## config.mk

```make
export PLATFORM = sky130hd
export DESIGN_NAME = des_key_schedule
export DESIGN_NICKNAME = d
export VERILOG_FILES = /design/src/rtl/des_key_schedule.sv
export SDC_FILE = /design/constraint.sdc
export NUM_CORES = 1
export LEC_CHECK = 0
export BUFFER_PORTS_ARGS = -buffer_cell sky130_fd_sc_hd__buf_2
export CELL_PAD_IN_SITES_DETAIL_PLACEMENT = 1
export CELL_PAD_IN_SITES_GLOBAL_PLACEMENT = 1
export CORE_MARGIN = 3
export CORE_UTILIZATION = 34
export DETAILED_ROUTE_END_ITERATION = 6
export GPL_TIMING_DRIVEN = 0
export PLACE_DENSITY = 0.75
export SLEW_MARGIN = 20
export SYNTH_ARGS = -nofsm -noshare
export SYNTH_HDL_FRONTEND = slang
export SYNTH_SLANG_ARGS = --single-unit
```

## constraint.sdc

```tcl
create_clock -name clk -period 2.22 [get_ports clk]
set_clock_uncertainty 0.2 [all_clocks]
set_input_delay 0.222 -clock clk [delete_from_list [all_inputs] [get_ports clk]]
set_output_delay 0.222 -clock clk [all_outputs]
set_load 0.05 [all_outputs]
```

## src/rtl/des_key_schedule.sv

```systemverilog
// des_key_schedule
// Sequential DES key scheduler feeding the PC-2 compression stage.
// A key_load pulse captures the 64-bit key, applies PC-1 and then walks
// the C/D halves through the 16 round rotations. Each round value is
// presented on cd_out with a valid/ack handshake. Encrypt order uses left
// rotations; decrypt order starts from C0D0 (K16) and rotates right.
//
// round_num shows the current round modulo 16 on four bits, so round 16
// reads as 0 while round_valid is still high.
//
// Optional build macro: DES_KEY_PARITY_CHECK_EN
//   defined   - each key byte is checked for odd parity on key_load and
//               parity_err is raised (sticky until next load or rst).
//   undefined - parity_err is tied low and no checking logic exists.
module des_key_schedule #(
    parameter bit AUTO_ADVANCE = 1'b0
) (
    input  logic        clk,
    input  logic        rst,
    input  logic        key_load,
    input  logic [0:63] key_in,
    input  logic        decrypt,
    input  logic        round_ack,
    output logic [0:55] cd_out,
    output logic [3:0]  round_num,
    output logic        round_valid,
    output logic        schedule_done,
    output logic        busy,
    output logic        parity_err
);

    typedef enum logic [0:0] {
        IDLE  = 1'b0,
        ROUND = 1'b1
    } state_t;

    // Permuted choice 1: drops the parity bits and splits the key into C||D.
    function automatic logic [0:55] pc1(input logic [0:63] k);
        return {k[56], k[48], k[40], k[32], k[24], k[16], k[8],  k[0],
                k[57], k[49], k[41], k[33], k[25], k[17], k[9],  k[1],
                k[58], k[50], k[42], k[34], k[26], k[18], k[10], k[2],
                k[59], k[51], k[43], k[35],
                k[62], k[54], k[46], k[38], k[30], k[22], k[14], k[6],
                k[61], k[53], k[45], k[37], k[29], k[21], k[13], k[5],
                k[60], k[52], k[44], k[36], k[28], k[20], k[12], k[4],
                k[27], k[19], k[11], k[3]};
    endfunction

    // Per-round rotation amount for rounds 1..16.
    function automatic logic [1:0] shift_amt(input logic [4:0] idx);
        logic [1:0] amt;
        case (idx)
            5'd1, 5'd2, 5'd9, 5'd16: amt = 2'd1;
            default:                 amt = 2'd2;
        endcase
        return amt;
    endfunction

    // 28-bit rotate of one half; bit 0 is the MSB, so a left rotate moves
    // bit 0 to the tail.
    function automatic logic [0:27] rot28(input logic [0:27] x,
                                          input logic [1:0]  n,
                                          input logic        right);
        logic [0:27] y;
        if (right) begin
            case (n)
                2'd1:    y = {x[27], x[0:26]};
                2'd2:    y = {x[26:27], x[0:25]};
                default: y = x;
            endcase
        end else begin
            case (n)
                2'd1:    y = {x[1:27], x[0]};
                2'd2:    y = {x[2:27], x[0:1]};
                default: y = x;
            endcase
        end
        return y;
    endfunction

`ifdef DES_KEY_PARITY_CHECK_EN
    // Returns 1 when any key byte has even parity.
    function automatic logic key_parity_bad(input logic [0:63] k);
        logic bad;
        bad = 1'b0;
        for (int i = 0; i < 8; i++) begin
            if (~^k[8*i +: 8]) begin
                bad = 1'b1;
            end else begin
                bad = bad;
            end
        end
        return bad;
    endfunction
`endif

    state_t      state_r;
    state_t      state_s;
    logic [0:55] cd_r;
    logic [0:55] cd_s;
    logic [3:0]  round_r;
    logic [3:0]  round_s;
    logic        dec_r;
    logic        dec_s;
    logic        done_r;
    logic        done_s;
    logic        advance_s;
    logic [0:55] pc1_s;
    logic [0:55] load_cd_s;
    logic [4:0]  step_idx_s;
    logic [1:0]  step_amt_s;
    logic [0:55] step_cd_s;

`ifdef DES_KEY_PARITY_CHECK_EN
    logic        perr_r;
    logic        perr_s;
`else
    logic        parity_bits_unused_s;
    assign parity_bits_unused_s = ^{key_in[7],  key_in[15], key_in[23], key_in[31],
                                    key_in[39], key_in[47], key_in[55], key_in[63]};
`endif

    assign advance_s = AUTO_ADVANCE ? 1'b1 : round_ack;

    // First-round value on load: K1 = C1D1 for encrypt, K16 = C0D0 for decrypt.
    always_comb begin
        pc1_s = pc1(key_in);
        if (decrypt) begin
            load_cd_s = pc1_s;
        end else begin
            load_cd_s = {rot28(pc1_s[0:27], 2'd1, 1'b0),
                         rot28(pc1_s[28:55], 2'd1, 1'b0)};
        end
    end

    // Next-round value: encrypt uses S[r+1] leftwards, decrypt S[17-r] rightwards.
    always_comb begin
        if (dec_r) begin
            step_idx_s = 5'd17 - {1'b0, round_r};
        end else begin
            step_idx_s = {1'b0, round_r} + 5'd1;
        end
        step_amt_s = shift_amt(step_idx_s);
        step_cd_s  = {rot28(cd_r[0:27],  step_amt_s, dec_r),
                      rot28(cd_r[28:55], step_amt_s, dec_r)};
    end

    // Next-state and next-register logic; a load overrides any advance.
    always_comb begin
        state_s = state_r;
        cd_s    = cd_r;
        round_s = round_r;
        dec_s   = dec_r;
        done_s  = 1'b0;
`ifdef DES_KEY_PARITY_CHECK_EN
        perr_s  = perr_r;
`endif
        if (key_load) begin
            state_s = ROUND;
            cd_s    = load_cd_s;
            round_s = 4'd1;
            dec_s   = decrypt;
`ifdef DES_KEY_PARITY_CHECK_EN
            perr_s  = key_parity_bad(key_in);
`endif
        end else begin
            case (state_r)
                IDLE: begin
                    state_s = IDLE;
                end
                ROUND: begin
                    if (advance_s) begin
                        // round_r == 0 encodes round 16
                        if (round_r == 4'd0) begin
                            state_s = IDLE;
                            done_s  = 1'b1;
                        end else begin
                            cd_s    = step_cd_s;
                            round_s = round_r + 4'd1;
                        end
                    end else begin
                        state_s = ROUND;
                    end
                end
                default: begin
                    state_s = IDLE;
                    round_s = 4'd0;
                end
            endcase
        end
    end

    // State and datapath registers with synchronous reset.
    always_ff @(posedge clk) begin
        if (rst) begin
            state_r <= IDLE;
            cd_r    <= 56'd0;
            round_r <= 4'd0;
            dec_r   <= 1'b0;
            done_r  <= 1'b0;
        end else begin
            state_r <= state_s;
            cd_r    <= cd_s;
            round_r <= (state_s == IDLE) ? 4'd0 : round_s;
            dec_r   <= dec_s;
            done_r  <= done_s;
        end
    end

`ifdef DES_KEY_PARITY_CHECK_EN
    // Sticky parity flag, refreshed on every key load.
    always_ff @(posedge clk) begin
        if (rst) begin
            perr_r <= 1'b0;
        end else begin
            perr_r <= perr_s;
        end
    end

    assign parity_err = perr_r;
`else
    assign parity_err = 1'b0;
`endif

    assign cd_out        = cd_r;
    assign round_num     = round_r;
    assign round_valid   = (state_r == ROUND);
    assign busy          = (state_r == ROUND);
    assign schedule_done = done_r;

endmodule

```

# Word-level counts from Yosys, hierarchy flattened
# Cells that the tools add are included.
# W data, S select, Z words.
word_totals:
  out_inout_bits: 64
  register_bits: 63
  inputBits: 69
classes:
  bitwise_logic: 4
  reduce_logical: 11
  muxes: 22
  n_eq_ne: 7
  add_sub_neg: 3
ops:
  columns: ["cell", "count"]
  rows:
  - ["$mux W56", 5]
  - ["$pmux W28 S2", 4]
  - ["$mux W28", 2]
  - ["$mux W1", 8]
  - ["$reduce_or A4 Y1", 2]
  - ["$reduce_and A3 Y1", 2]
  - ["$add A4 B1 Y5 const B", 1]
  - ["$eq A5 B1 Y1 const B", 1]
  - ["$eq A5 B2 Y1 const B", 1]
  - ["$eq A5 B4 Y1 const B", 1]
  - ["$eq A5 B5 Y1 const B", 1]
  - ["$mux W5", 1]
  - ["$sub A5 B4 Y5 const A", 1]
  - ["$add A4 B1 Y4 const B", 1]
  - ["$logic_not A4 Y1", 1]
  - ["$not A1 Y1", 4]
  - ["$reduce_and A4 Y1", 1]
  - ["$reduce_bool A2 Y1", 2]
  - ["$reduce_bool A3 Y1", 1]
  - ["$reduce_or A3 Y1", 1]
  - ["$eq A2 B1 Y1 const B", 1]
  - ["$eq A2 B2 Y1 const B", 1]
  - ["$mux W2", 1]
  - ["$ne A2 B2 Y1 const B", 1]
  - ["other kinds (2)", 2]

# Depth between registers and ports, before layout
# Gate-level depths: netlist of the first run.
logic_depth:
  ltp_word: 12
  ltp_mapped: 10
  depth_no_buf: 7

# Worst setup path before layout of the first run
# No wires, ideal clock.
synth_path:
  kind: "register to register"
  from: "register round_r[1] (netlist: round_num[1])"
  to: "register cd_r (netlist bit cd_out[0])"
  path_slack_ps: -512
  stages_incl_launch_ff: 9
  arrival_ps: 2410
  period_less_slack_ps: 2732
  required_ps: 1898
  setup_time_ps: 122
  cell_sequence: "dfxtp_1 -> inv_1 -> ha_1 -> xnor2_1 -> nor3_2 -> o311a_1 -> buf_2 -> or4_1 -> o311a_1"
synth_via:
  elab_chain_cells: 12
  word_cells_on_any_way: 22
  classes_between: "2 x add/sub; 7 x eq/ne; 9 x mux; 4 x reduce/logical"
synth_rtl:
  columns: ["item", "line", "source"]
  rows:
  - ["start, declared", "101", "logic [3:0] round_r;"]
  - ["start signal, assigned", "204", "round_r <= (state_s == IDLE) ? 4'd0 : round_s;"]
  - ["$sub A5 B4 Y5 / $add A4 B1 Y5 (equally long branches)", "139, 141", null]
  - ["$mux W5", "138", "if (dec_r) begin"]
  - ["$eq A5 B1 Y1, or another cell as far along", "52", "case (idx)"]
  - ["$reduce_or A4 Y1", "52", null]
  - ["$mux W2", "52", null]
  - ["$eq A2 B2 Y1 / $eq A2 B1 Y1 (equally long branches)", "66, 72", null]
  - ["$pmux W28 S2 (on tied branches)", "72, 66", null]
  - ["$mux W28", "65", "if (right) begin"]
  - ["$mux W56", "174", "if (round_r == 4'd0) begin"]
  - ["$mux W56", "172", "if (advance_s) begin"]
  - ["$mux W56", "167", "case (state_r)"]
  - ["$mux W56", "158", "if (key_load) begin"]
  - ["end signal, assigned", "203", "cd_r <= cd_s;"]
  - ["end, declared", "99", "logic [0:55] cd_r;"]
# Parallel ways exist; a longest one is shown, timed or not. The select of a mux whose other input is x is not followed.
# A chain may end at the register's enable or synchronous reset.

# Final worst setup path of the first run
layout_path:
  from: "register round_r[1] (netlist: round_num[1])"
  to: "register cd_r (netlist bit cd_out[8])"
# Same word-level chain as after synthesis.

==> results of run 1 <==
## per-stage QoR
stage / hold WS (ns) / utilization [%] / instances
2_1_floorplan: 0.219 / - / 719
4_1_cts: 0.0988 / 48.0 / 1086
3_5_place_dp: 0.332 / 41.2 / 1051
6_report: 0.121 / 50.8 / 1098
3_3_place_gp: 0.316 / 41.2 / 1051
5_1_grt: 0.120 / 50.8 / 1098
## layout make-up
cell class / count / area (um2)
multi-input cells: 576 / 4260
repair buffers: 152 / 1010
clock buffers: 15 / 288
well taps: 211 / 264
plain buffers: 76 / 719
inverters: 5 / 31.3
flip-flops and latches: 63 / 1270
fillers: 1917 / 7580
## state kept, by name, summed over array words and instances (netlist names)
name / flops
busy: 1
round_num: 4
cd_out: 56
dec_r: 1
schedule_done: 1
## critical path, stage by stage, from the launching register on
cell and delay [ns]:
dfxtp_4 0.42, inv_6 0.06, ha_4 0.30, inv_2 0.04, o211ai_1 0.25, buf_4 0.19
o211a_4 0.22, nor2_4 0.06, buf_6 0.13, buf_12 0.12, buf_16 0.13, o211a_1 0.21
## kinds of logic (layout without fill, tap and decap cells)
family	count (synthesis)	in the layout	share of synthesized area, %
DFF	63	63	23.3
buffers and inverters	81	248	7.46
AOI/OAI and AO/OA	177	178	23.5
xor gates and xnor gates	2	2	0.323
other	1	1	0.0692
adders and majority gates	4	4	0.923
muxes	60	60	12.5
and+or+nand+nor	331	331	32.0
## final timing paths
| path | startpoint | endpoint | cells past startpoint |
|---|---|---|---|
| setup / recovery | round_num[1]$_SDFFE_PP0P_ | cd_out[8]$_SDFFE_PP0P_ | 11 |
| hold / removal | key_in[53] | cd_out[36]$_SDFFE_PP0P_ | 4 |
| setup reg to reg | round_num[1]$_SDFFE_PP0P_ | cd_out[8]$_SDFFE_PP0P_ | 11 |
| hold reg to reg | cd_out[33]$_SDFFE_PP0P_ | cd_out[33]$_SDFFE_PP0P_ | 2 |
## power groups by stage
| stage | logic (W) | registers [W] | clock network (W) |
|---|---|---|---|
| 6_report | 0.00198 | 0.00145 | 0.00146 |
| 5_1_grt | 0.00205 | 0.00145 | 0.00151 |
| 2_1_floorplan | 0.000745 | 0.00174 | 0 |
| 3_3_place_gp | 0.00154 | 0.00144 | 0 |
| 3_5_place_dp | 0.00156 | 0.00144 | 0 |
| 4_1_cts | 0.00176 | 0.00142 | 0.00144 |
## timing repair
item,4_1_cts,5_1_grt
pin swaps,22,8
resized for setup,140,65
cloned,5,3
endpoints found under the setup margin,56,56
setup buffers,15,9
hold buffers,0,0
## cell usage in the layout (no fill, tap or decap), drive strengths merged, types with 25 or more instances in the layout
master / Yosys / layout
nand2: 137 / 137
nand4: 53 / 53
mux2: 60 / 60
nor2: 51 / 51
buf: 40 / 191
a21oi: 59 / 59
o21bai: 25 / 25
dfxtp: 63 / 63
a22oi: 29 / 29
clkbuf: 36 / 52
## per-layer routing
layer	track usage, %	vias to the layer above
met2	48.0	577
li1	-	3034
met3	6.83	139
met4	15.1	0
met5	0	-
met1	40.3	3482
==> run summary, run 1 <==
Reg2reg setup slack: -0.21 ns
Setup violations, final: 56
First-pass GRT wire length: 42000 um
Type of the setup path with the least slack: reg2reg
LEAKAGE: 3.20 nW
Relative contribution of the clock network to total power: 29.9%
Total power draw: 0.00488 W
Power density of the placed cells: 622 nW/um2
Slew of the pin with the lowest slew margin: 0.904 ns
Clock tree buffer depth: 2
Count of clock tree sinks: 63
M1 WL: 11600 um
Vias in the first global route: 7141
Post-Syn Area per Cell: 7.54 um2
Initial antenna violation count: 0
Floorplan die height: 132 um
Remaining max-slew budget at the tightest pin: 39.7%
Cell with the most instances after synthesis: nand2_1
Post-Syn Nets: 792
TNS Setup: -7.87 ns
Buffers on Ports: 121
Worst Path Arrival: 2.48 ns
Clock edge transition at the registers on the reported setup and hold paths: 0.06 ns
Largest area contributor in the netlist: dfxtp_1
Share of async-settable or async-resettable flops after synthesis: 0%
Sequential area share after synthesis: 23.3%
P_int: 0.00283 W
Antenna Nets Post-Route: 0
Part of the total power dissipated in combinational logic: 40.5%
DRC violations left: 0
Total net switching power: 0.00205 W
Crit Path Max Fanout: 5
Ys flop type: dfxtp_1
Worst-skew pair later-pin latency: 0.36 ns
Count of max-cap constraint violations: 0
Number of DRC markers in iteration 0: 916
Run status: finished, violations left
Number of endpoints with negative hold slack in the final report: 0
Final critical-path required period: 2.43 ns
Post-route design area: 7840 um2
Number of enable-type register cells in the synthesized netlist: 0
Die area: 17500 um2
Kind of capture point of the worst setup path: flip-flop
Netlist Area Pre-Place: 5420 um2
Final number of max-transition violations: 0
Diodes inserted: 0
Top post-synthesis cells by count: 137 x nand2_1, 63 x dfxtp_1, 60 x mux2_2, 59 x a21oi_1, 53 x nand4_1
Sum of overflow across all layers after global routing: 0
Post-Synthesis Cells: 719
Initial Utilization: 35.1%
Vias: 7232
# nets final: 956
Proportion of layout cells with a drive suffix above 1: 45.7%
Setup repair after global routing missed its margin: true
Violated checks: setup timing
Pre-CTS WS: -0.421 ns
Met2 layer wire length in the routed design: 13600 um
Main area contributors after synthesis: dfxtp_1 23%, mux2_2 12%, nand2_1 9.5%
Area growth syn-to-layout: 44.7%
Post-detailed-placement cell area: 6350 um2
Highest metal used: met4
Total met3 wirelength after detailed routing: 3290 um
Estimated wirelength of the detail-placed design: 19500 um
I/O Pins: 133
Horizontal extent of the die: 132 um
Area share of the largest cell type after synthesis: 23.3%
Mean number of vias per cell: 6.59
Worst endpoint required time: 2.27 ns
Total of warnings raised by yosys: 0
TritonCTS Buffers: 9
Worst setup margin: -0.209 ns
Clock Root Buffer: clkbuf_16
Placeable core region: 15400 um2
Number of synthesized register bits: 63
Share of the clock period used by the worst path after layout: 109%
Number of distinct library cell variants in the gate-level netlist after synthesis: 46
Number of levels the H-tree was split into: 3
Overall routing resource usage: 30.8%
F_max: 412 MHz
WL per Instance: 27.4 um
Largest net degree at the start of global routing: 12
Overall routed net length: 30100 um
Number of rows in the core area: 45
Min-Delay Path Class: in2reg
Number of iterations in the first detailed-routing pass: 6
TritonCTS clock tree: yes
Final estimated routing congestion in global placement: 0.978
VDD IR-drop max: 406 uV
Sequential fraction of design power: 29.6%
Switching Fraction: 42.0%
Sort of element at the start of the critical path: flip-flop
Power figures use the tool's default switching activity.
==> run 2: changes to the inputs <==
Settings changed: CAP_MARGIN set to 10, CORE_UTILIZATION 34 to 36, CTS_BUF_LIST set to sky130_fd_sc_hd__clkbuf_8, PLACE_DENSITY 0.75 to 0.79.
==> run 2 against run 1 <==
  * The run still ends with setup timing left
  * Critical path depth down 2
  * Clock power shrank 26%
  * First-iteration DRC count decreased by 4.6%
  * Cell count is 3.4% lower
  * Non-clock buffer count down 11
  * Combinational power fell by 5%
  * Via count is 2.6% lower
  * Routed wire length is 6.3% lower
  * Flip-flop and latch count did not move
  * Register-to-register slack improved by 0.12 ns
  * Utilization is essentially flat
  * Largest cell class unchanged
==> run summary, run 2 (synthesized netlist as in run 1, its figures left out) <==
Run status: finished, violations left
Violated checks: setup timing
Largest net degree at the start of global routing: 12
Diodes inserted: 0
DRC violations left: 0
P_int: 0.00244 W
Clock Root Buffer: clkbuf_8
Clock tree buffer depth: 2
Type of the setup path with the least slack: reg2reg
End-of-flow core utilization: 50.8%
Setup violations, final: 45
Worst setup margin: -0.0863 ns
Sort of element at the start of the critical path: flip-flop
Remaining max-slew budget at the tightest pin: 44.6%
Power density of the placed cells: 591 nW/um2
VDD IR-drop max: 389 uV
Cell chain of the critical path: inv_6 > ha_4 > or3b_4 > a31o_4 > clkbuf_16 > buf_6 > nand4_1 > a21oi_1 > a211oi_1
TritonCTS Buffers: 9
Setup repair after global routing missed its margin: true
Min-Delay Path Class: in2reg
Switching Fraction: 44.6%
WL per Instance: 26.6 um
Overall routed net length: 28200 um
Number of DRC markers in iteration 0: 874
Area growth syn-to-layout: 37.3%
Mean number of vias per cell: 6.64
CP top delay family: compound AO/OA/AOI/OAI gates
Initial antenna violation count: 0
Number of endpoints with negative hold slack in the final report: 0
Post-route design area: 7440 um2
Floorplan die height: 129 um
Number of iterations in the first detailed-routing pass: 5
I/O Pins: 133
Final estimated routing congestion in global placement: 0.971
Most common cell after layout, fill and taps aside: nand2_1
First-pass GRT wire length: 39800 um
FILL cells: 1807
Commonest cells after routing, fill and taps aside: 136 x nand2_1, 134 x buf_2, 59 x mux2_2
Final critical-path required period: 2.31 ns
Crit Path Max Fanout: 10
Slowest cell on crit path: or3b_4
F_max: 434 MHz
Count of max-cap constraint violations: 0
Relative contribution of the clock network to total power: 24.6%
LEAKAGE: 3.04 nW
Placeable core region: 14600 um2
Overall routing resource usage: 31.0%
Number of flip-flops in the largest register: 56
Number of levels the H-tree was split into: 3
Initial Utilization: 37.0%
TritonCTS clock tree: yes
Estimated wirelength of the detail-placed design: 18500 um
Crit path buffers/inverters: 3
Part of the total power dissipated in combinational logic: 42.8%
Horizontal extent of the die: 129 um
Buffers on Ports: 121
Sequential fraction of design power: 32.6%
Worst endpoint required time: 2.31 ns
Final number of max-transition violations: 0
Post-detailed-placement cell area: 6320 um2
Share of the clock period used by the worst path after layout: 104%
Worst Path Arrival: 2.39 ns
Worst-skew pair later-pin latency: 0.39 ns
Clock edge transition at the registers on the reported setup and hold paths: 0.08 ns
Vias in the first global route: 6890
# nets final: 945
Stage delay of the slowest cell on the critical path: 0.39 ns
Slew of the pin with the lowest slew margin: 0.831 ns
Kind of capture point of the worst setup path: flip-flop
Sum of overflow across all layers after global routing: 0
Count of clock tree sinks: 63
Number of rows in the core area: 44
Antenna Nets Post-Route: 0
Total net switching power: 0.00196 W
Vias: 7045
Die area: 16600 um2
Proportion of layout cells with a drive suffix above 1: 44.5%
run 2: cell types whose count changed in the layout (fill, tap and decap cells not counted), sizes merged:
| cell | change |
|---|---|
| bufinv | +1 |
| clkinv | +3 |
| buf | -8 |
| inv | +2 |
| clkbuf | -8 |
run 2: metal layers:
metal	vias up	part of all wire, %	wire (um)	global-route usage (%)
li1	3004	-	-	-
met1	3411	40	11200	42.3
met2	499	45	12800	48.6
met3	131	10	2820	4.82
met4	0	5.0	1420	13.2
met5	-	0	0	0
run 2: power groups by stage:
stage | logic [W] | clock network (W) | registers [W]
4_1_cts | 0.00166 | 0.00107 | 0.00142
3_5_place_dp | 0.00154 | 0 | 0.00144
2_1_floorplan | 0.000745 | 0 | 0.00174
3_3_place_gp | 0.00152 | 0 | 0.00144
5_1_grt | 0.00196 | 0.00111 | 0.00144
6_report | 0.00188 | 0.00108 | 0.00143
run 2: worst min-delay path, cell delays in order:
cell	delay, ns
clkbuf_1	0.18
nand2_1	0.13
nor2_1	0.04
run 2: repair_timing:
item / 4_1_cts / 5_1_grt
gates resized for setup: 104 / 86
buffers inserted: 12 / 1
pin swaps: 13 / 15
hold buffers: 0 / 0
cloned: 2 / 6
setup endpoints to repair: 56 / 56
run 2: final timing paths:
check	depth (start not counted)	endpoint	slack [ns]	start
worst max register to register	9	cd_out[2]$_SDFFE_PP0P_	-0.09	round_num[1]$_SDFFE_PP0P_
worst min register to register	2	cd_out[38]$_SDFFE_PP0P_	0.36	cd_out[38]$_SDFFE_PP0P_
worst max-delay path	9	cd_out[2]$_SDFFE_PP0P_	-0.09	round_num[1]$_SDFFE_PP0P_
worst min-delay path	3	schedule_done$_SDFF_PP0_	0.04	round_ack
run 2: layout make-up:
class                      instances  area [um2]  area share [%]
sequential                        63        1270            17.1
multi-input combinational        576        4220            56.7
buffer                            76         649            8.73
clock inverter                     6        52.6           0.706
inverter                           5        31.3           0.420
clock buffer                      10         138            1.85
timing repair buffer             141         850            11.4
tap                              184         230            3.09
run 2: stage by stage:
| step | setup TNS (ns) | std cells | power (W) | hold WS, ns | setup slack (ns) |
|---|---|---|---|---|---|
| after floorplan | -0.328 | 719 | 0.00249 | 0.219 | -0.0271 |
| after CTS | 0 | 1054 | 0.00415 | 0.0372 | 0.00238 |
| after global routing | -5.75 | 1061 | 0.00452 | 0.0688 | -0.144 |
| after detailed placement | -18.61 | 1024 | 0.00298 | 0.317 | -0.509 |
| final | -1.67 | 1061 | 0.00439 | 0.0418 | -0.0863 |
| after global placement | -17.73 | 1024 | 0.00296 | 0.309 | -0.548 |
